### config.mk
export PLATFORM = sky130hd
export DESIGN_NAME = fpu_mult_norm
export DESIGN_NICKNAME = d
export VERILOG_FILES = /design/src/rtl/fpu_mult_norm_pkg.sv /design/src/rtl/fpu_round.sv /design/src/rtl/fpu_mult_norm.sv
export SDC_FILE = /design/constraint.sdc
export NUM_CORES = 1
export LEC_CHECK = 0
export ABC_AREA = 1
export CAP_MARGIN = 5
export CELL_PAD_IN_SITES_DETAIL_PLACEMENT = 2
export CELL_PAD_IN_SITES_GLOBAL_PLACEMENT = 2
export CORE_MARGIN = 10
export CORE_UTILIZATION = 25
export CTS_BUF_LIST = sky130_fd_sc_hd__clkbuf_8
export DETAILED_ROUTE_END_ITERATION = 7
export DONT_BUFFER_PORTS = 1
export PLACE_DENSITY_LB_ADDON = 0.1
export RECOVER_POWER = 100
export SETUP_SLACK_MARGIN = 0.5
export SLEW_MARGIN = 20
export SYNTH_ARGS = -nofsm -noshare
export SYNTH_HDL_FRONTEND = slang
export SYNTH_SLANG_ARGS = --single-unit
### constraint.sdc
create_clock -name Clk_CI -period 5.5 [get_ports Clk_CI]
set_input_delay 0.55 -clock Clk_CI [delete_from_list [all_inputs] [get_ports Clk_CI]]
set_output_delay 0.55 -clock Clk_CI [all_outputs]
set_load 0.005 [all_outputs]
### src/rtl/fpu_mult_norm_pkg.sv
`default_nettype none
// ---------------------------------------------------------------------------
// fpu_mult_norm_pkg : shared constants and S1 beat type for the FP multiplier
//                     normalize/round stage.                  Revision: 1.0
// ---------------------------------------------------------------------------
package fpu_mult_norm_pkg;

  localparam int C_EXP     = 8;
  localparam int C_MANT    = 23;
  localparam int C_BIAS    = 127;
  localparam int C_OP      = 32;
  localparam int C_PROD_W  = 2 * (C_MANT + 1);
  localparam int C_EXPIN_W = 10;
  localparam int C_EINT_W  = 11;
  localparam int C_EXP_MAX = 2 * C_BIAS + 1;

  localparam logic [1:0] C_RM_NEAREST  = 2'd0;
  localparam logic [1:0] C_RM_TRUNC    = 2'd1;
  localparam logic [1:0] C_RM_PLUSINF  = 2'd2;
  localparam logic [1:0] C_RM_MINUSINF = 2'd3;

  localparam logic [31:0] F_QNAN     = 32'h7FC00000;
  localparam logic [30:0] F_INF_MAG  = 31'h7F800000;
  localparam logic [30:0] F_MAXF_MAG = 31'h7F7FFFFF;

  typedef struct packed {
    logic [1:0]           rm;
    logic                 sign;
    logic [C_EXPIN_W-1:0] exp;
    logic [C_PROD_W-1:0]  prod;
    logic                 zero;
    logic                 inf;
    logic                 nan;
  } s1_beat_t;

endpackage
`default_nettype wire

### src/rtl/fpu_round.sv
`default_nettype none
// ---------------------------------------------------------------------------
// fpu_round : combinational mantissa rounding increment with carry-out.
//                                                             Revision: 1.0
// ---------------------------------------------------------------------------
module fpu_round
  import fpu_mult_norm_pkg::*;
(
  input  logic [C_MANT:0] m,
  input  logic            g,
  input  logic            s,
  input  logic            sign,
  input  logic [1:0]      rm,
  output logic [C_MANT:0] m_rnd,
  output logic            carry
);

  logic inc;

  always_comb begin
    inc = 1'b0;
    case (rm)
      C_RM_NEAREST:  inc = g & (s | m[0]);
      C_RM_TRUNC:    inc = 1'b0;
      C_RM_PLUSINF:  inc = ~sign & (g | s);
      C_RM_MINUSINF: inc = sign & (g | s);
      default:       inc = 1'b0;
    endcase
  end

  // A carry out means the mantissa wrapped to zero; the caller bumps the exponent.
  assign {carry, m_rnd} = {1'b0, m} + {{(C_MANT + 1){1'b0}}, inc};

endmodule
`default_nettype wire

### src/rtl/fpu_mult_norm.sv
`default_nettype none
// ---------------------------------------------------------------------------
// fpu_mult_norm : normalize/round/pack stage of the FP multiplier, two-deep
//                 valid/ready pipeline. Flags_DO with FPU_MULT_NORM_FLAGS_EN.
//                                                             Revision: 1.0
// ---------------------------------------------------------------------------
module fpu_mult_norm
  import fpu_mult_norm_pkg::*;
(
  input  logic                 Clk_CI,
  input  logic                 Rst_RI,
  input  logic                 In_valid_SI,
  output logic                 In_ready_SO,
  input  logic [1:0]           RM_DI,
  input  logic                 Sign_prenorm_DI,
  input  logic [C_EXPIN_W-1:0] Exp_prenorm_DI,
  input  logic [C_PROD_W-1:0]  Mant_prod_DI,
  input  logic                 Zero_SI,
  input  logic                 Inf_SI,
  input  logic                 NaN_SI,
  output logic                 Out_valid_SO,
  input  logic                 Out_ready_SI,
  output logic [C_OP-1:0]      Result_DO
`ifdef FPU_MULT_NORM_FLAGS_EN
  ,
  output logic [2:0]           Flags_DO
`endif
);

  logic           s1_v_q, s1_v_d;
  s1_beat_t       s1_q, s1_d;
  logic           s2_v_q, s2_v_d;
  logic [C_OP-1:0] res_q, res_d;

  logic s2_ready, accept;

  assign s2_ready    = ~s2_v_q | Out_ready_SI;
  assign In_ready_SO = ~Rst_RI & (~s1_v_q | s2_ready);
  assign accept      = In_valid_SI & In_ready_SO;

  // ---- normalize ----
  logic                hi, g, s;
  logic [C_MANT:0]     m_n, m_rnd;
  logic                carry;
  logic [C_EINT_W-1:0] e_norm, e_fin;
  logic                ovf, unf, to_inf;
  logic [C_OP-1:0]     res_next;
  logic                unused_hidden;

  assign hi  = s1_q.prod[C_PROD_W-1];
  assign m_n = hi ? s1_q.prod[C_PROD_W-1 -: C_MANT+1] : s1_q.prod[C_PROD_W-2 -: C_MANT+1];
  assign g   = hi ? s1_q.prod[C_MANT]  : s1_q.prod[C_MANT-1];
  assign s   = hi ? |s1_q.prod[C_MANT-1:0] : |s1_q.prod[C_MANT-2:0];

  // One guard bit of headroom so Exp+2 can never wrap.
  assign e_norm = {s1_q.exp[C_EXPIN_W-1], s1_q.exp} + {{(C_EINT_W-1){1'b0}}, hi};

  fpu_round u_round (
    .m     (m_n),
    .g     (g),
    .s     (s),
    .sign  (s1_q.sign),
    .rm    (s1_q.rm),
    .m_rnd (m_rnd),
    .carry (carry)
  );

  assign e_fin         = e_norm + {{(C_EINT_W-1){1'b0}}, carry};
  assign unused_hidden = m_rnd[C_MANT];
  assign ovf           = $signed(e_fin) >= $signed(C_EINT_W'(C_EXP_MAX));
  assign unf           = $signed(e_fin) <= $signed({C_EINT_W{1'b0}});
  assign to_inf        = (s1_q.rm == C_RM_NEAREST)
                       | ((s1_q.rm == C_RM_PLUSINF)  & ~s1_q.sign)
                       | ((s1_q.rm == C_RM_MINUSINF) &  s1_q.sign);

  always_comb begin
    res_next = {s1_q.sign, e_fin[C_EXP-1:0], m_rnd[C_MANT-1:0]};
    if (s1_q.nan)       res_next = F_QNAN;
    else if (s1_q.zero) res_next = {s1_q.sign, 31'b0};
    else if (s1_q.inf)  res_next = {s1_q.sign, F_INF_MAG};
    else if (ovf)       res_next = {s1_q.sign, to_inf ? F_INF_MAG : F_MAXF_MAG};
    else if (unf)       res_next = {s1_q.sign, 31'b0};
  end

  // ---- pipeline control ----
  always_comb begin
    s1_v_d = s1_v_q;
    s1_d   = s1_q;
    if (accept) begin
      s1_v_d    = 1'b1;
      s1_d.rm   = RM_DI;
      s1_d.sign = Sign_prenorm_DI;
      s1_d.exp  = Exp_prenorm_DI;
      s1_d.prod = Mant_prod_DI;
      s1_d.zero = Zero_SI;
      s1_d.inf  = Inf_SI;
      s1_d.nan  = NaN_SI;
    end else if (s1_v_q & s2_ready) begin
      s1_v_d = 1'b0;
    end
  end

  always_comb begin
    s2_v_d = s2_v_q;
    res_d  = res_q;
    if (s2_ready) begin
      s2_v_d = s1_v_q;
      if (s1_v_q) res_d = res_next;
    end
  end

  always_ff @(posedge Clk_CI) begin
    if (Rst_RI) begin
      s1_v_q <= 1'b0;
      s1_q   <= '0;
      s2_v_q <= 1'b0;
      res_q  <= '0;
    end else begin
      s1_v_q <= s1_v_d;
      s1_q   <= s1_d;
      s2_v_q <= s2_v_d;
      res_q  <= res_d;
    end
  end

  assign Out_valid_SO = s2_v_q;
  assign Result_DO    = res_q;

`ifdef FPU_MULT_NORM_FLAGS_EN
  logic       finite, of_f, uf_f, nx_f;
  logic [2:0] flags_q, flags_d;

  assign finite = ~s1_q.nan & ~s1_q.zero & ~s1_q.inf;
  assign of_f   = finite & ovf;
  assign uf_f   = finite & ~ovf & unf & (|s1_q.prod);
  assign nx_f   = finite & (g | s | of_f | uf_f);

  always_comb begin
    flags_d = flags_q;
    if (s2_ready & s1_v_q) flags_d = {of_f, uf_f, nx_f};
  end

  always_ff @(posedge Clk_CI) begin
    if (Rst_RI) flags_q <= '0;
    else        flags_q <= flags_d;
  end

  assign Flags_DO = flags_q;
`endif

endmodule
`default_nettype wire

==> impl_metrics.ini <==
[outcome]
status = complete, but fails checks
violations = capacitance limit, slew limit

[power]
power.density_nw_per_um2 = 266
leakage_nw = 2.62
ir_drop_v = 0.000124

[sta]
hold_viol_final = 0
fin_crit_sh_pct = 83.5
setup_viol = 0
whs_ns = 0.237
timing.slew.headroom_pct = -64.1
rsz0062_at_grt = no
min_period_ns = 4.59
totalNegativeSetupSlack_ns = 0
worstMarginPinSlew_ns = 2.45
slew_viol_final = 37
fmax_mhz = 218
clock_skew_ns = 0.0146

[placement]
portBuffers = 0
dp_hpwl_um = 15200
placed_cells = 1184
gp_congestion = 0.800

[hold_path]
whs_path_depth = 1
min_path_type = in -> reg

[critical_path]
critPathLaunchType = register
cp-end-kind = register
path_max_fanout = 38
required_ns = 5.83
reg2regPathDepth = 25
regToRegEndpoint = Result_DO[17]
rrSetupSlack_ns = 0.91
critPathCapture = Result_DO[17]
worstSetupStartpoint = hi
critPathKind = reg -> reg
r2r_start = hi
cp.arrival_ns = 4.92

[synth]
synthesis.area_sq_um = 5720
async_flop_share_pct = 0
postSynthRegisterBits = 98
synth-seq-area-share_pct = 34.3
netlist-cell-type-count = 33
syn_inst = 937
yosys_warnings = 0
syn_avg_cell_area_sq_um = 6.11
synthFlopType = dfxtp_1
synth_nets = 1010
synth_edf_count = 0

[global_routing]
grt_pass1_wl_um = 32500
antenna_found_initial = 0
grt-ovfl-total = 0
grt_max_degree = 93
grt_pass1_vias = 5938
grt_usage_pct = 14.0

[detailed_routing]
first_pass_iters = 6
vias = 5591
antenna_left = 0
vias_per_cell = 4.65
routed_wirelength_um = 20500
detail_route.wl_per_cell_um = 17.1
drtIter0Drc = 216
drc_errors = 0

[floorplan]
core_area_sq_um = 22600
die_w_um = 171
start_util_pct = 25.4
die_h_um = 171
num_io_pins = 102
rows = 55
die_area_sq_um = 29300

[clocking]
clock_latency_ns = 0.40
htree_levels = 3
cts_buffers = 9
clkSinkCount = 98
cts_setup_buffers = 0
tritoncts = done
clockBufferDepth = 2
clkTransAtPathRegs_ns = 0.12
cts_hold_buffers = 0
cts-root-buf = clkbuf_8

[layout]
final_cell_count_no_fill = 1203
nets = 986
drive_gt1_share_pct = 6.97
layout_common_cells = 282 x nand2_1, 168 x nor2_1, 122 x inv_1, 98 x dfxtp_1, 53 x o31ai_1
final_common_cell = nand2_1
fillCellCount = 2806
syn_to_final_growth_pct = 9.25
num_antenna_cells = 0

[flow_run]
cap_viol_max_count = 1
==> area by class of cell <==
class,count,area (sq um),area share [%]
Sequential cell,98,1960,31.4
Clock buffer,9,124,1.98
Timing Repair Buffer,4,42.5,0.680
Multi-Input combinational cell,664,3160,50.6
Inverter,136,513,8.20
Clock inverter,7,93.8,1.50
Tap cell,285,357,5.70
==> power breakdown <==
part / switching (W) / total [W] / internal [W] / leakage [nW]
clock: 0.000312 / 0.000536 / 0.000224 / 0.107
combinational: 0.000235 / 0.000337 / 0.000101 / 1.70
sequential: 0.0000336 / 0.000792 / 0.000758 / 0.806
total: 0.000581 / 0.00166 / 0.00108 / 2.62
==> worst max-delay path: stages, from the launching register on <==
cell and delay (ns):
dfxtp_1 0.39, buf_6 0.28, o21ai_0 0.17, nand2_1 0.09, nand3_1 0.06, nand2_1 0.08
ha_1 0.34, ha_4 0.23, nand4_1 0.12, nor3_1 0.16, nand4_1 0.15, fa_1 0.44
inv_1 0.13, ha_1 0.23, nand2_2 0.11, nor2_2 0.14, nand3_1 0.09, nand2_1 0.06
nand2_1 0.05, a21oi_2 0.19, nand2_1 0.24, nand3_4 0.21, nand4_2 0.23, nor2_1 0.17
nor2_1 0.06, nor2_1 0.09
==> synthesized netlist by cell type, types with 3 or more instances <==
library cell / count / area share (%)
buf_4: 4 / 0.52
nand2_2: 15 / 1.6
nand4_1: 14 / 1.5
o31ai_1: 53 / 7.0
buf_2: 5 / 0.44
nor3_1: 3 / 0.26
nor2_1: 168 / 11
buf_6: 4 / 0.79
o21ai_0: 34 / 3.0
dfxtp_1: 98 / 34
nand2_1: 282 / 18
nor2_2: 10 / 1.1
clkinv_1: 3 / 0.20
ha_1: 4 / 0.87
xnor2_1: 3 / 0.46
inv_1: 123 / 8.1
a21oi_1: 15 / 1.3
inv_2: 10 / 0.66
nand3_1: 37 / 3.2
nand3b_1: 3 / 0.39
xor2_1: 5 / 0.76
o21ai_1: 5 / 0.44
clkbuf_1: 27 / 1.8
==> repair_timing <==
item / 4_1_cts / 5_1_grt
cloned: 0 / 3
endpoints found under the setup margin: 17 / 31
resized for setup: 3 / 18
==> worst min path at each step <==
stage | from | endpoint
after floorplan | s1_q[10] | s1_q[10]
after global placement | s1_q[7] | s1_q[7]
after detailed placement | s1_q[16] | s1_q[16]
after CTS | Rst_RI | s1_v_q
after global routing | Rst_RI | Result_DO[31]
final | Rst_RI | Result_DO[31]
==> cell families after synthesis <==
kind of cell	after synthesis	share of synthesized area, %
buffers and inverters	178	12.6
XOR/XNOR	8	1.22
flip-flops	98	34.3
AO/OA/AOI/OAI	110	12.1
adder cells (fa/ha/maj)	5	1.22
AND/OR/NAND/NOR	538	38.6
==> per-stage QoR <==
step	util, %	setup WS [ns]	power (W)	instance area (sq um)
3_3_place_gp	26.2	0.637	0.00113	5920
6_report	27.7	0.909	0.00166	6250
2_1_floorplan	-	1.48	0.00105	5720
3_5_place_dp	26.2	0.500	0.00113	5920
4_1_cts	27.3	0.577	0.00169	6150
5_1_grt	27.7	0.291	0.00179	6250
==> per-layer routing <==
metal / vias to the layer above / wire, um / part of all wire, % / GRT usage [%]
li1: 2870 / - / - / -
met1: 2652 / 9480 / 46 / 17.0
met4: 0 / 189 / 0.92 / 3.29
met2: 59 / 9990 / 49 / 24.0
met3: 10 / 843 / 4.1 / 3.53
met5: - / 0 / 0 / 0
==> flip-flops by register name, summed over array words and instances (netlist names) <==
| name | count |
|---|---|
| Out_valid_SO | 1 |
| hi | 1 |
| Result_DO | 32 |
| s1_v_q | 1 |
| s1_q | 63 |
No activity file was read; power rests on OpenSTA's default activity.
